<file path="config.mk">
export PLATFORM = sky130hd
export DESIGN_NAME = bpred_unit
export DESIGN_NICKNAME = d
export VERILOG_FILES = /design/src/rtl/bpred_unit.sv
export SDC_FILE = /design/constraint.sdc
export NUM_CORES = 2
export LEC_CHECK = 0
export BUFFER_PORTS_ARGS = -buffer_cell sky130_fd_sc_hd__buf_2
export CORE_MARGIN = 2
export CORE_UTILIZATION = 45
export DETAILED_ROUTE_END_ITERATION = 7
export MAX_ROUTING_LAYER = met4
export PLACE_DENSITY = 0.61
export RECOVER_POWER = 100
export SLEW_MARGIN = 10
export SYNTH_ARGS = -nofsm -noshare
export SYNTH_HDL_FRONTEND = slang
export SYNTH_SLANG_ARGS = --single-unit
</file>
<file path="constraint.sdc">
create_clock -name clk -period 19.1 [get_ports clk]
set_clock_uncertainty 0.15 [all_clocks]
set_input_delay 4.775 -clock clk [delete_from_list [all_inputs] [get_ports clk]]
set_output_delay 4.775 -clock clk [all_outputs]
set_load 0.01 [all_outputs]
</file>
<file path="src/rtl/bpred_unit.sv">
// Direct-mapped BTB branch predictor with saturating direction counters.
// Combinational lookup at fetch, training from resolve, saturating statistics.
module bpred_unit #(
    parameter int ADDR_W  = 32,
    parameter int ENTRIES = 16,
    parameter int CNT_W   = 2,
    parameter int STAT_W  = 16
) (
    input  logic              clk,
    input  logic              rst,
    input  logic [ADDR_W-1:0] pc_f,
    output logic              pred_hit,
    output logic              pred_taken,
    output logic [ADDR_W-1:0] pred_target,
    input  logic              upd_valid,
    input  logic [ADDR_W-1:0] upd_pc,
    input  logic              upd_taken,
    input  logic [ADDR_W-1:0] upd_target,
    input  logic              upd_mispredict,
    input  logic              flush_all,
    output logic [STAT_W-1:0] n_branches,
    output logic [STAT_W-1:0] n_mispred
);

    localparam int IDX_W = $clog2(ENTRIES);
    localparam int TAG_W = ADDR_W - IDX_W - 2;

    localparam logic [CNT_W-1:0] CNT_MAX = '1;
    localparam logic [CNT_W-1:0] CNT_WT  = CNT_W'(1) << (CNT_W - 1);
    localparam logic [CNT_W-1:0] CNT_WNT = CNT_WT - CNT_W'(1);

    logic              valid_q  [ENTRIES];
    logic              valid_d  [ENTRIES];
    logic [TAG_W-1:0]  tag_q    [ENTRIES];
    logic [TAG_W-1:0]  tag_d    [ENTRIES];
    logic [ADDR_W-1:0] target_q [ENTRIES];
    logic [ADDR_W-1:0] target_d [ENTRIES];
    logic [CNT_W-1:0]  cnt_q    [ENTRIES];
    logic [CNT_W-1:0]  cnt_d    [ENTRIES];

    logic [STAT_W-1:0] n_branches_q, n_branches_d;
    logic [STAT_W-1:0] n_mispred_q, n_mispred_d;

    logic [IDX_W-1:0]  lk_idx;
    logic [TAG_W-1:0]  lk_tag;
    logic [IDX_W-1:0]  upd_idx;
    logic [TAG_W-1:0]  upd_tag;
    logic              upd_hit;

    assign lk_idx  = pc_f[IDX_W+1:2];
    assign lk_tag  = pc_f[ADDR_W-1:IDX_W+2];
    assign upd_idx = upd_pc[IDX_W+1:2];
    assign upd_tag = upd_pc[ADDR_W-1:IDX_W+2];
    assign upd_hit = valid_q[upd_idx] && (tag_q[upd_idx] == upd_tag);

    // Lookup reads only registered state, so a same-cycle update is not bypassed.
    always_comb begin
        pred_hit    = valid_q[lk_idx] && (tag_q[lk_idx] == lk_tag);
        pred_taken  = pred_hit && cnt_q[lk_idx][CNT_W-1];
        pred_target = pred_taken ? target_q[lk_idx] : (pc_f + ADDR_W'(4));
    end

    always_comb begin
        valid_d  = valid_q;
        tag_d    = tag_q;
        target_d = target_q;
        cnt_d    = cnt_q;
        if (flush_all) begin
            for (int i = 0; i < ENTRIES; i++) begin
                valid_d[i] = 1'b0;
            end
        end else if (upd_valid) begin
            if (upd_hit) begin
                if (upd_taken) begin
                    if (cnt_q[upd_idx] != CNT_MAX) begin
                        cnt_d[upd_idx] = cnt_q[upd_idx] + CNT_W'(1);
                    end
                    target_d[upd_idx] = upd_target;
                end else if (cnt_q[upd_idx] != '0) begin
                    cnt_d[upd_idx] = cnt_q[upd_idx] - CNT_W'(1);
                end
            end else if (upd_taken) begin
                valid_d[upd_idx]  = 1'b1;
                tag_d[upd_idx]    = upd_tag;
                target_d[upd_idx] = upd_target;
                cnt_d[upd_idx]    = CNT_WT;
            end
        end
    end

    // Statistics keep counting through a flush and stick at all-ones.
    always_comb begin
        n_branches_d = n_branches_q;
        n_mispred_d  = n_mispred_q;
        if (upd_valid) begin
            if (n_branches_q != '1) begin
                n_branches_d = n_branches_q + STAT_W'(1);
            end
            if (upd_mispredict && (n_mispred_q != '1)) begin
                n_mispred_d = n_mispred_q + STAT_W'(1);
            end
        end
    end

    always_ff @(posedge clk or negedge rst) begin
        if (!rst) begin
            for (int i = 0; i < ENTRIES; i++) begin
                valid_q[i]  <= 1'b0;
                tag_q[i]    <= '0;
                target_q[i] <= '0;
                cnt_q[i]    <= CNT_WNT;
            end
            n_branches_q <= '0;
            n_mispred_q  <= '0;
        end else begin
            valid_q      <= valid_d;
            tag_q        <= tag_d;
            target_q     <= target_d;
            cnt_q        <= cnt_d;
            n_branches_q <= n_branches_d;
            n_mispred_q  <= n_mispred_d;
        end
    end

    assign n_branches = n_branches_q;
    assign n_mispred  = n_mispred_q;

endmodule
</file>
==> impl_metrics.json <==
{
  "synth_compound_area_frac": 0.0216,
  "setup_ws_ps": 2670,
  "cts_tree": "done",
  "ioPinCount": 168,
  "maxCapViolCount": 37,
  "finalSetupViolCount": 0,
  "grt_antenna_before_repair": 19,
  "pre_cts_ws_ps": 4410,
  "viasPerCell": 6.20,
  "clock_latency_ps": 710,
  "dieArea_mm2": 0.117,
  "path_max_fanout": 54,
  "synthTopCellsByArea": "dfrtp_1, mux2_2, mux4_2",
  "fp.coreArea_mm2": 0.113,
  "drt_iter0_drc": 2578,
  "hold_path.class": "register to register",
  "rows": 123,
  "fin_nets": 3515,
  "arrival_ps": 16860,
  "holdPathStages": 1,
  "grt_pass1_wl_um": 221000,
  "vias": 31100,
  "finalHoldViolCount": 0,
  "total_power_mw": 5.65,
  "tightest_slew_ps": 5930,
  "root_buffer": "clkbuf_16",
  "initial_core_util": 0.455,
  "worst-endpoint-required_ps": 19530,
  "cts_hold_buf": 0,
  "grt_max_degree": 169,
  "fin_area_mm2": 0.0565,
  "start_kind": "primary input",
  "cts_setup_buffers": 0,
  "leakage_nw": 25.2,
  "place_area_mm2": 0.0532,
  "worstSetupPathType": "primary input to register",
  "grt_setup_unrepaired": "no",
  "ctsHtreeMaxLevel": 3,
  "synth_area_per_cell_um2": 15.2,
  "instances_no_fill": 5015,
  "ant_nets": 0,
  "die_w_um": 341,
  "grt_usage": 0.262,
  "synth_fa_ha_area_frac": 0.00122,
  "dp_hpwl_um": 87200,
  "ys_seq_area_frac": 0.493,
  "syn_area_mm2": 0.0512,
  "synth-simple-area-share": 0.0303,
  "worstRegToRegCells": 11,
  "netlist.area_leader.share": 0.485,
  "clkTransAtPathRegs_ps": 60,
  "dp_cells": 4795,
  "synth_xor_area_frac": 0.0190,
  "dr.pass1.iters": 5,
  "synthFlopType": "dfrtp_1",
  "ir_drop_v": 0.0000719,
  "overflow": 0,
  "syn2layout_area_growth_pct": 10.4,
  "synth_area_leader_cell": "dfrtp_1",
  "synth_top_family_by_area": "multiplexers",
  "synthArstFlopShare": 1.00,
  "syn_nets": 3466,
  "synth_edf_count": 0,
  "fmaxAchievable_mhz": 60.8,
  "power.density_mw_per_mm2": 100,
  "outcome": "finished, violations left",
  "cts_resized": 0,
  "synth_seq_cells": 1008,
  "violations": "max-capacitance violations, max-slew violations",
  "layout_min_cycle_time_ps": 16430,
  "slew_headroom": -2.95,
  "dieHeight_um": 341,
  "ys_warn_count": 0,
  "wl_per_cell_um": 29.3,
  "wl_um": 147000,
  "tns_ps": 0,
  "utilization": 0.502,
  "cts_buffer_depth": 3,
  "synth_mux_area_frac": 0.405,
  "synthDistinctLibCells": 68,
  "num-fill-cells": 9521,
  "cts_sinks": 1008,
  "final-max-slew-violation-count": 1492,
  "gp_congestion": 0.832,
  "numCtsBuffers": 111,
  "hold_ws_ps": 337,
  "drcViolationCount": 0,
  "endpoint_kind": "register",
  "port_buffers": 165,
  "fin_crit_sh": 0.860,
  "post_route_cells_drive_above_1_share": 0.476,
  "syn_inst": 3359,
  "grt_pass1_vias": 33500
}
## cell usage in the layout, fill, tap and decap left out, types with 15 or more instances in the layout
| master | n |
|---|---|
| dfrtp_1 | 992 |
| mux2_2 | 933 |
| mux4_2 | 369 |
| mux2i_1 | 117 |
| buf_2 | 112 |
| clkbuf_16 | 111 |
| clkbuf_1 | 104 |
| mux2_1 | 67 |
| nand2_1 | 64 |
| xnor2_1 | 56 |
| xor2_1 | 55 |
| nor2_1 | 44 |
| nand3_1 | 39 |
| buf_4 | 34 |
| inv_1 | 31 |
| nand4_1 | 26 |
| clkbuf_8 | 26 |
| nor2b_1 | 24 |
| a21oi_1 | 24 |
| o21ai_0 | 21 |
| a211oi_1 | 19 |
| a22oi_1 | 19 |
| diode_2 | 17 |
| dfstp_2 | 16 |
| nor3_1 | 15 |
| clkinv_2 | 15 |
## logic make-up after synthesis
logic type,Yosys count
AO/OA/AOI/OAI,149
XOR/XNOR,111
adder cells (fa/ha/maj),5
buffers and inverters,321
flip-flops,1008
multiplexers,1486
AND/OR/NAND/NOR,279
## worst paths after layout
path	startpoint	to	slack [ps]
worst min-delay path	n_mispred[6]	n_mispred[6]	340
max in group asynchronous	rst	target_q[94]	4650
min in group asynchronous	rst	n_branches[10]	5880
worst max-delay path	upd_pc[3]	tag_q[208]	2670
worst min register to register	n_mispred[6]	n_mispred[6]	340
worst max register to register	tag_q[211]	tag_q[21]	12380
## state kept, by name, indices dropped and copies added, names as in the netlist
| register | cells |
|---|---|
| n_mispred | 16 |
| valid_q | 16 |
| tag_q | 416 |
| cnt_q | 32 |
| n_branches | 16 |
| target_q | 512 |
## area by class of cell
type / instances / area [µm²] / share of cell area
antenna: 17 / 42.5 / 0.000752
clock buffer: 168 / 3250 / 0.0575
clock inverter: 35 / 475 / 0.00841
inverter: 31 / 116 / 0.00206
multi-input combinational: 2030 / 24400 / 0.431
sequential: 1008 / 25200 / 0.446
tap: 1500 / 1880 / 0.0332
timing repair buffer: 226 / 1180 / 0.0208
## cell usage after synthesis (22+ instances only)
cell        n
nor2b_1    25
dfrtp_1   992
nand2_1    53
mux2i_1   117
mux2_2    955
nor2_1     53
nand3_1    39
mux4_2    369
buf_1      31
xor2_1     55
nand4_1    26
a21oi_1    24
mux2_1     41
inv_1      30
clkbuf_1  167
buf_4      22
xnor2_1    56
buf_2      49
## per-layer routing
layer  up-vias  global-route usage  share of wire
li1      12800                   -              -
met1     16900               0.351           0.42
met2      1115               0.403           0.47
met3       302              0.0527          0.069
met4         0              0.0825          0.032
met5         -                   -              0
## power breakdown
group	total (mW)	internal (mW)	switching [mW]
logic	0.860	0.480	0.380
clock network	2.19	1.29	0.896
registers	2.60	2.42	0.184
total	5.65	4.19	1.46
## critical path: stages
cell and delay, ps:
buf_6 270, clkbuf_1 3010, clkbuf_1 2440, and2_0 1130
a22oi_1 330, a21o_1 250, a32oi_1 420, nor3_1 120
nand3b_1 240, nor3_1 170, nor3_1 1150, clkbuf_1 1870
mux2_2 470
Power figures use the tool's default switching activity.
